## config.mk

```make
export PLATFORM = sky130hd
export DESIGN_NAME = vram_dma_controller
export DESIGN_NICKNAME = d
export VERILOG_FILES = /design/src/rtl/vram_dma_controller.sv
export SDC_FILE = /design/constraint.sdc
export NUM_CORES = 1
export LEC_CHECK = 0
export ABC_AREA = 1
export CELL_PAD_IN_SITES_DETAIL_PLACEMENT = 1
export CELL_PAD_IN_SITES_GLOBAL_PLACEMENT = 1
export CORE_MARGIN = 5
export CORE_UTILIZATION = 36
export DETAILED_ROUTE_END_ITERATION = 10
export PLACE_DENSITY_LB_ADDON = 0.1
export SLEW_MARGIN = 5
export SYNTH_ARGS = -nofsm -noshare
export SYNTH_HDL_FRONTEND = slang
export SYNTH_SLANG_ARGS = --single-unit
```

## constraint.sdc

```tcl
create_clock -name clk_12_5875 -period 2.85 [get_ports clk_12_5875]
set_clock_uncertainty 0.15 [all_clocks]
set_input_delay 0.57 -clock clk_12_5875 [delete_from_list [all_inputs] [get_ports clk_12_5875]]
set_output_delay 0.57 -clock clk_12_5875 [all_outputs]
set_load 0.01 [all_outputs]
```

## src/rtl/vram_dma_controller.sv

```systemverilog
// vram_dma_controller: vblank-gated page-to-VRAM block copier that shares the VRAM write port with the CPU
module vram_dma_controller #(
  parameter int VRAM_ADDR_W = 12,
  parameter int SRC_ADDR_W  = 16
) (
  input  logic                   clk_12_5875,
  input  logic                   rst_B,
  input  logic                   cfg_we,
  input  logic [1:0]             cfg_addr,
  input  logic [7:0]             cfg_data,
  input  logic                   done_clr,
  input  logic                   in_vblank,
  output logic                   src_req,
  output logic [SRC_ADDR_W-1:0]  src_addr,
  input  logic                   src_ack,
  input  logic [7:0]             src_data,
  input  logic                   cpu_vram_we,
  input  logic [VRAM_ADDR_W-1:0] cpu_vram_addr,
  input  logic [7:0]             cpu_vram_data,
  output logic                   vram_we,
  output logic [VRAM_ADDR_W-1:0] vram_addr,
  output logic [7:0]             vram_data,
  output logic                   busy,
  output logic                   done_irq
);
  localparam int PW = SRC_ADDR_W - 8;
  localparam logic [2:0] IDLE = 3'd0, ARMED = 3'd1, FETCH = 3'd2, WRITE = 3'd3, DONE = 3'd4;
  logic [2:0]             state_q, state_d;
  logic [PW-1:0]          page_q, page_d;
  logic [VRAM_ADDR_W-1:0] dst_q, dst_d;
  logic [8:0]             len_q, len_d, count_q, count_d;
  logic [7:0]             byte_q, byte_d;
  logic                   done_q, done_d, dma_wr;
  always_comb begin
    state_d = state_q;
    page_d  = page_q;
    dst_d   = dst_q;
    len_d   = len_q;
    count_d = count_q;
    byte_d  = byte_q;
    done_d  = done_clr ? 1'b0 : done_q;
    case (state_q)
      IDLE: if (cfg_we) begin
        case (cfg_addr)
          2'd0: page_d = PW'(cfg_data);
          2'd1: dst_d[7:0] = cfg_data;
          2'd2: dst_d[VRAM_ADDR_W-1:8] = cfg_data[VRAM_ADDR_W-9:0];
          default: begin
            len_d   = {cfg_data == 8'd0, cfg_data};
            count_d = '0;
            done_d  = 1'b0;
            state_d = ARMED;
          end
        endcase
      end
      ARMED: state_d = in_vblank ? FETCH : ARMED;
      FETCH: if (src_ack) begin
        byte_d  = src_data;
        state_d = WRITE;
      end
      // a CPU write steals the port; the DMA byte simply retries next cycle
      WRITE: if (!cpu_vram_we) begin
        count_d = count_q + 9'd1;
        state_d = (count_d == len_q) ? DONE : in_vblank ? FETCH : ARMED;
      end
      DONE: begin
        done_d  = 1'b1;
        state_d = IDLE;
      end
      default: state_d = IDLE;
    endcase
  end
  always_ff @(posedge clk_12_5875 or negedge rst_B) begin
    if (!rst_B) begin
      state_q <= IDLE;
      page_q  <= '0;
      dst_q   <= '0;
      len_q   <= '0;
      count_q <= '0;
      byte_q  <= '0;
      done_q  <= 1'b0;
    end else begin
      state_q <= state_d;
      page_q  <= page_d;
      dst_q   <= dst_d;
      len_q   <= len_d;
      count_q <= count_d;
      byte_q  <= byte_d;
      done_q  <= done_d;
    end
  end
  assign dma_wr    = state_q == WRITE;
  assign src_req   = state_q == FETCH;
  assign src_addr  = {page_q, count_q[7:0]};
  assign vram_we   = cpu_vram_we | dma_wr;
  assign vram_addr = cpu_vram_we ? cpu_vram_addr : dma_wr ? dst_q + VRAM_ADDR_W'(count_q) : '0;
  assign vram_data = cpu_vram_we ? cpu_vram_data : dma_wr ? byte_q : 8'd0;
  assign busy      = state_q != IDLE;
  assign done_irq  = done_q;
endmodule

```

==> results by group, run 1 <==
Run status
  • Status: complete, but fails checks
  • Failing checks: setup timing

Detailed routing
  • Vias per cell: 5.11
  • Wire length per cell: 17.5 um
  • Final wirelength: 11.3 mm
  • DR vias: 3,294
  • Residual DRC: 0
  • Final ANT Viol Nets: 0
  • DRT Pass-1 Iters: 4
  • DRT iter0 DRCs: 111

Global routing
  • Overflow after GRT: 0
  • Antenna violations before repair: 0
  • First-pass GRT wire length: 18.4 mm
  • Largest net degree at the start of global routing: 23
  • Vias in the first global route: 3,606
  • All-Layer GR Usage: 20.5%

Placement
  • Routability cong.: 0.855
  • Worst Setup Slack post-DPL: -0.261 ns
  • Detailed Place HPWL: 8.79 mm
  • Port bufs: 84

Run
  • Max_cap viols: 0

Critical path
  • Worst setup EP type: output pin
  • Critical path launch point type: flip-flop
  • Top Family by Delay on Critical Path: adder cells
  • Worst Path Buf+Inv: 3
  • Worst Path Arrival: 2.26 ns
  • CP Class: reg2out
  • Critical Path Fanout Max: 2
  • Most Frequent Cell on Critical Path: nand2_1
  • Max stage delay on crit path: 0.38 ns
  • Slowest library cell on the worst path: dfrtp_1
  • Crit path required time: 2.13 ns
  • Critical path cell sequence: ha_2 -> inv_2 -> fa_2 -> inv_2 -> nand3_2 -> nand2_2 -> a21boi_4 -> o21bai_1 -> nand2_1 -> nand2_1 -> nand2_1 -> nand3_1 -> nand2_1 -> buf_2

Layout
  • Area Growth Syn to Fin: 47.0%
  • Most frequent cells in the layout: nand2_1, clkdlybuf4s50_1, buf_4
  • Commonest non-fill, non-tap cell in the layout: nand2_1
  • Share of cells above drive strength 1: 26.4%
  • Nets: 592
  • Number of diodes: 0

Yosys
  • Area leader, netlist: dfrtp_1
  • Syn_area_per_cell: 8.02 um^2
  • #FFs+latches synth: 50
  • Top cells by area, synth: dfrtp_1, nand2_1, mux2_2, inv_1, nand3_1
  • Synthesized area: 3240 um^2
  • Mapped Nets: 460
  • Post-synth cell types: 40
  • Share of Yosys cell area claimed by the top area cell type: 38.6%
  • Post-Synthesis Cells: 404
  • Seq/Total Area, Yosys: 38.6%
  • Syn. warnings: 0

CTS
  • Insertion delay to the later sink of the worst-skew pair: 0.31 ns
  • Sink Count: 50
  • CTS Buf Count: 5
  • CTS tree: done
  • Clock-pin slew on the worst setup and hold paths: 0.10 ns
  • Htree depth: 2
  • Max clock buf depth: 2
  • Root Buffer: clkbuf_8

STA
  • Slew Limit Fails: 0
  • Worst-margin pin slew: 0.556 ns
  • Final period util: 105%
  • Final Critical Period: 2.98 ns
  • Worst setup margin: -0.129 ns
  • Setup TNS: -0.290 ns
  • FMAX: 336 MHz
  • Unrepaired setup endpoints after global routing: yes
  • Hold Fails Final Rpt: 0
  • Hold Slack: 0.0831 ns
  • # setup viols final: 4
  • Worst rel slew slack: 62.9%

Pwr
  • Power per cell area: 783 nW/um^2
  • Max rail drop VDD: 0.000361 V
  • Static Leak: 2.31 nW

Floorplanning
  • Core Region: 8760 um^2
  • Starting Density: 37.0%
  • IO Pins: 85
  • Die Area: 11,000 um^2
  • Die Span Y: 105 um
  • Row cnt: 34
  • Die span in x: 105 um

Worst hold path
  • Hold Path Class: in2async
[synth_stat cells]
cell       n
nand2_1   96
dfrtp_1   50
inv_1     43
nand3_1   30
nor2_1    25
o21ai_0   24
a21oi_1   20
mux2_2    15
ha_1      10
a22o_1     9
buf_4      9
nand3_2    8
inv_2      6
nor2_2     6
nand2_2    4
nor2_4     4
o21ai_1    4
o21bai_1   4
nand4_1    3
nor3_1     3
o22ai_1    3
and2_1     2
buf_2      2
buf_6      2
clkbuf_1   2
mux2_1     2
nor3_4     2
nor4_1     2
o211ai_1   2
xor2_1     2
a21boi_1   1
a21o_1     1
a31oi_1    1
a32o_1     1
clkinv_1   1
fa_1       1
nor2_8     1
o21a_1     1
o31ai_1    1
xnor2_1    1
[repair_timing]
item / CTS / global route
gates cloned: 0 / 0
endpoints found under the setup margin: 19 / 19
pin swaps: 9 / 8
buffers inserted: 6 / 9
resized for setup: 49 / 26
hold buffers: 0 / 0
hold endpoints to repair: 0 / 0
[registers in the layout, summed over array words and instances, names as in the netlist]
signal and cells:
done_irq 1, state_q 3, count_q 9, byte_q 8, page_q 8, len_q 9
dst_q 12
[stage by stage]
stage,cells,power (mW),util (%),cell area [um^2]
final,645,3.73,54.4,4770
after detailed placement,622,3.08,50.4,4410
after CTS,636,3.65,52.5,4600
after global placement,622,3.01,50.4,4410
after global routing,645,4.02,54.4,4770
after floorplan,404,2.20,-,3240
[metal layers]
metal	GRT usage, %	up-vias	routed length [um]
li1	-	1592	-
met1	25.3	1607	4730
met2	35.8	85	5640
met3	5.55	10	796
met4	4.20	0	117
met5	0	-	0
[final timing paths]
kind / from / endpoint / slack, ns / cells after the start
max: dst_q[0] / vram_addr[10] / -0.13 / 14
min: rst_B / len_q[0] / 0.08 / 1
max reg2reg: count_q[0] / state_q[2] / 0.62 / 11
min reg2reg: page_q[3] / page_q[3] / 0.35 / 1
max in group asynchronous: rst_B / state_q[2] / 1.82 / 2
min in group clk_12_5875: page_q[3] / page_q[3] / 0.35 / 1
[power by group]
group | leakage (nW) | switching [mW] | internal [mW] | total [mW]
registers | 0.613 | 0.208 | 1.00 | 1.21
logic | 1.65 | 1.06 | 1.01 | 2.07
clock network | 0.0472 | 0.255 | 0.196 | 0.451
[layout make-up]
cell class	instances	area (um^2)
Fill cell	1076	4000
Clock inverter	2	12.5
Clock buffer	6	82.6
Sequential cell	50	1250
Timing Repair Buffer	140	1250
Inverter	50	188
Tap cell	108	135
Multi-Input combinational cell	289	1840
[kinds of logic (layout without fill, tap and decap cells)]
logic type | after synthesis | count (layout) | synth area share (%)
simple gates | 186 | 186 | 27.9
compound gates | 72 | 72 | 13.2
buf+inv | 65 | 198 | 9.11
flops | 50 | 50 | 38.6
mux | 17 | 17 | 5.90
fa+ha+maj | 11 | 11 | 4.48
xor+xnor | 3 | 3 | 0.811
Power figures use the tool's default switching activity.
==> run 2: changes to the inputs <==
Settings changed: ABC_AREA 1 to not set, CORE_UTILIZATION 36 to 37, CTS_CLUSTER_DIAMETER set to 100, MAX_ROUTING_LAYER set to met4.
==> run 2 against run 1 <==
Net effect: the flow still finishes with violations (setup timing); critical path depth decreased by 3; clock power decreased by 10%; count of clock-buffer cells in the layout increased by 2; first-iteration DRC count decreased by 65%; die area decreased by 5.0%; fmax decreased by 9.4%; cell area decreased by 4.4%; synthesized area decreased by 2.9%; via count decreased by 12%; combinational power increased by 2%; setup slack got worse by 0.31 ns; sequential power about the same; highest routed layer unchanged.
==> results by group, run 2 <==
Yosys
  • Syn. warnings: 0 (unchanged)
  • Mapped Nets: 374 (-19%)
  • Area leader, netlist: dfrtp_1
  • Synthesized area: 3150 um^2 (-2.9%)
  • Seq/Total Area, Yosys: 39.8% (+1.2 points)
  • Mux cell area share after synthesis: 13.6% (+7.7 points)
  • Adder-Cell Fraction of Synth Area: 4.61% (+0.14 points)
  • Post-synth EDFFs: 0 (unchanged)
  • Ys flop type: dfrtp_1
  • XOR/XNOR share of the synthesized area: 3.34% (+2.5 points)
  • Share of Yosys cell area claimed by the top area cell type: 39.8% (+1.2 points)
  • #FFs+latches synth: 50 (unchanged)
  • Syn_area_per_cell: 9.90 um^2 (+23%)
  • Commonest cells post-synth: dfrtp_1, nand2_1, o21ai_1
  • Post-Synthesis Cells: 318 (-21%)
  • Post-synthesis async set-or-reset flop share: 100% (unchanged)
  • Complex-gate fraction of the synthesized area: 17.0% (+3.7 points)
  • Synth Area in Simple Gates: 16.8% (-11 points)
  • Largest family of logic cells by synthesized area: compound AO/OA/AOI/OAI gates
  • Most numerous cell in the Yosys netlist: dfrtp_1
  • Top cells by area, synth: dfrtp_1, mux2_1, mux2_2, nand2_1, ha_1
  • Post-synth cell types: 55 (+38%)

Floorplanning
  • Die span in x: 102 um (-2.6%)
  • Die Area: 10,400 um^2 (-5.0%)
  • IO Pins: 85 (unchanged)
  • Core Region: 8260 um^2 (-5.8%)
  • Row cnt: 33 (-2.9%)
  • Die Span Y: 102 um (-2.6%)
  • Starting Density: 38.1% (+1.1 points)

Global routing
  • Antenna violations before repair: 0 (unchanged)
  • Vias in the first global route: 2,999 (-17%)
  • All-Layer GR Usage: 18.8% (-1.6 points)
  • Overflow after GRT: 0 (unchanged)
  • First-pass GRT wire length: 15.0 mm (-18%)
  • Largest net degree at the start of global routing: 27 (+17%)

Layout
  • Area Growth Syn to Fin: 44.9%
  • Commonest non-fill, non-tap cell in the layout: clkdlybuf4s50_1
  • Largest regs: dst_q: 12 flops, count_q: 9 flops, len_q: 9 flops
  • Most frequent cells in the layout: clkdlybuf4s50_1, dfrtp_1, buf_4
  • Share of cells above drive strength 1: 26.2% (-0.26 points)
  • Nets: 498 (-16%)
  • Number of diodes: 0 (unchanged)
  • Max reg flops: 12 (unchanged)
  • Reg with most FFs: dst_q

STA
  • # setup viols final: 9 (+5)
  • Hold Fails Final Rpt: 0 (unchanged)
  • Worst rel slew slack: 56.2% (-6.7 points)
  • FMAX: 304 MHz (-9.4%)
  • Worst-margin pin slew: 0.657 ns (+0.101 ns)
  • Slew Limit Fails: 0 (unchanged)
  • Worst setup margin: -0.438 ns (-0.309 ns)
  • Setup TNS: -2.57 ns (-2.28 ns)
  • Final period util: 115% (+11 points)
  • Final Critical Period: 3.29 ns (+0.309 ns)
  • Unrepaired setup endpoints after global routing: yes

Detailed routing
  • Final ANT Viol Nets: 0 (unchanged)
  • DRT Pass-1 Iters: 4 (unchanged)
  • Wire length per cell: 18.1 um (+3.5%)
  • DR vias: 2,884 (-12%)
  • Final wirelength: 9.93 mm (-12%)
  • DRT iter0 DRCs: 39 (-65%)
  • Residual DRC: 0 (unchanged)
  • Vias per cell: 5.26 (+3.1%)

CTS
  • CTS Buf Count: 5 (unchanged)
  • Htree depth: 2 (unchanged)
  • Max clock buf depth: 2 (unchanged)
  • Clock-pin slew on the worst setup and hold paths: 0.09 ns (about the same)
  • CTS tree: done
  • Insertion delay to the later sink of the worst-skew pair: 0.30 ns (about the same)
  • Sink Count: 50 (unchanged)
  • CTS Hold Buffers Added: 0 (unchanged)
  • Root Buffer: clkbuf_8

Critical path
  • Critical Path Fanout Max: 2 (unchanged)
  • Worst Path Arrival: 2.57 ns (+0.31 ns)
  • Worst setup EP type: output pin
  • CP Class: reg2out
  • Critical path launch point type: flip-flop
  • Crit path required time: 2.13 ns (about the same)

Pwr
  • Total power: 3.72 mW (-0.17%)
  • Max rail drop VDD: 0.000430 V (+19%)
  • Static Leak: 2.05 nW (-11%)
  • Power per cell area: 817 nW/um^2 (+4.4%)

Placement
  • Detailed Place HPWL: 7.49 mm (-15%)
  • Routability cong.: 0.781 (-8.7%)
  • Port bufs: 84 (unchanged)

Run status
  • Status: complete, but fails checks
  • Failing checks: setup timing

Run
  • Max_cap viols: 0 (unchanged)

Worst hold path
  • Hold Path Class: in2async
run 2: area by class of cell:
type | count | area [um^2]
Fill cell | 949 | 3700
Multi-Input combinational cell | 242 | 1850
Timing Repair Buffer | 136 | 1210
Sequential cell | 50 | 1250
Clock buffer | 8 | 80.1
Inverter | 7 | 26.3
Tap cell | 105 | 131
run 2: kinds of logic (layout without fill, tap and decap cells):
family	count (synthesis)	in the layout
AND/OR/NAND/NOR	98	98
adder cells (fa/ha/maj)	11	11
XOR/XNOR	12	12
multiplexers	38	38
AO/OA/AOI/OAI	83	83
flip-flops	50	50
buffers and inverters	26	151
run 2: through the flow:
| stage | hold slack [ns] | setup WS, ns | utilization [%] | instances | area [um^2] |
|---|---|---|---|---|---|
| final | 0.142 | -0.438 | 55.2 | 548 | 4560 |
| after global routing | 0.185 | -0.548 | 55.2 | 548 | 4560 |
| after CTS | 0.157 | -0.439 | 53.9 | 542 | 4450 |
| after detailed placement | 0.326 | -0.547 | 52.2 | 529 | 4310 |
| after global placement | 0.318 | -0.478 | 52.2 | 529 | 4310 |
| after floorplan | 0.124 | 0.0289 | - | 318 | 3150 |
run 2: final timing paths:
path	from	end	slack (ns)	cells past startpoint
max	count_q[0]	vram_addr[6]	-0.44	11
min	rst_B	count_q[0]	0.14	1
max reg2reg	count_q[0]	state_q[1]	0.43	9
min reg2reg	byte_q[0]	byte_q[0]	0.34	1
max in group asynchronous	rst_B	state_q[0]	1.84	2
min in group clk_12_5875	byte_q[0]	byte_q[0]	0.34	1
run 2: critical path, stage by stage, from the launching register on:
cell     delay [ns]
dfrtp_2        0.44
ha_4           0.17
inv_2          0.05
fa_2           0.19
nor2b_2        0.05
o21a_1         0.20
buf_6          0.13
o21a_1         0.20
o21a_1         0.18
or3_1          0.31
a32o_1         0.22
buf_2          0.14
run 2: metal layers:
layer | vias up | part of all wire [%] | global-route usage (%)
met2 | 74 | 51 | 32.5
met1 | 1409 | 43 | 23.8
met3 | 9 | 4.8 | 2.66
li1 | 1392 | - | -
met5 | - | 0 | -
met4 | 0 | 0.88 | 3.23
run 2: what timing repair did:
item                       4_1_cts  5_1_grt
resized for setup               50       21
cloned                           0        1
setup endpoints to repair       17       19
buffers inserted                 6        6
pin swaps                       12       14
run 2: power by group:
group | switching (mW) | leakage, nW | internal [mW] | total (mW)
combinational | 0.987 | 1.38 | 1.13 | 2.12
clock | 0.230 | 0.0395 | 0.175 | 0.405
sequential | 0.209 | 0.634 | 0.991 | 1.20
total | 1.43 | 2.05 | 2.30 | 3.72
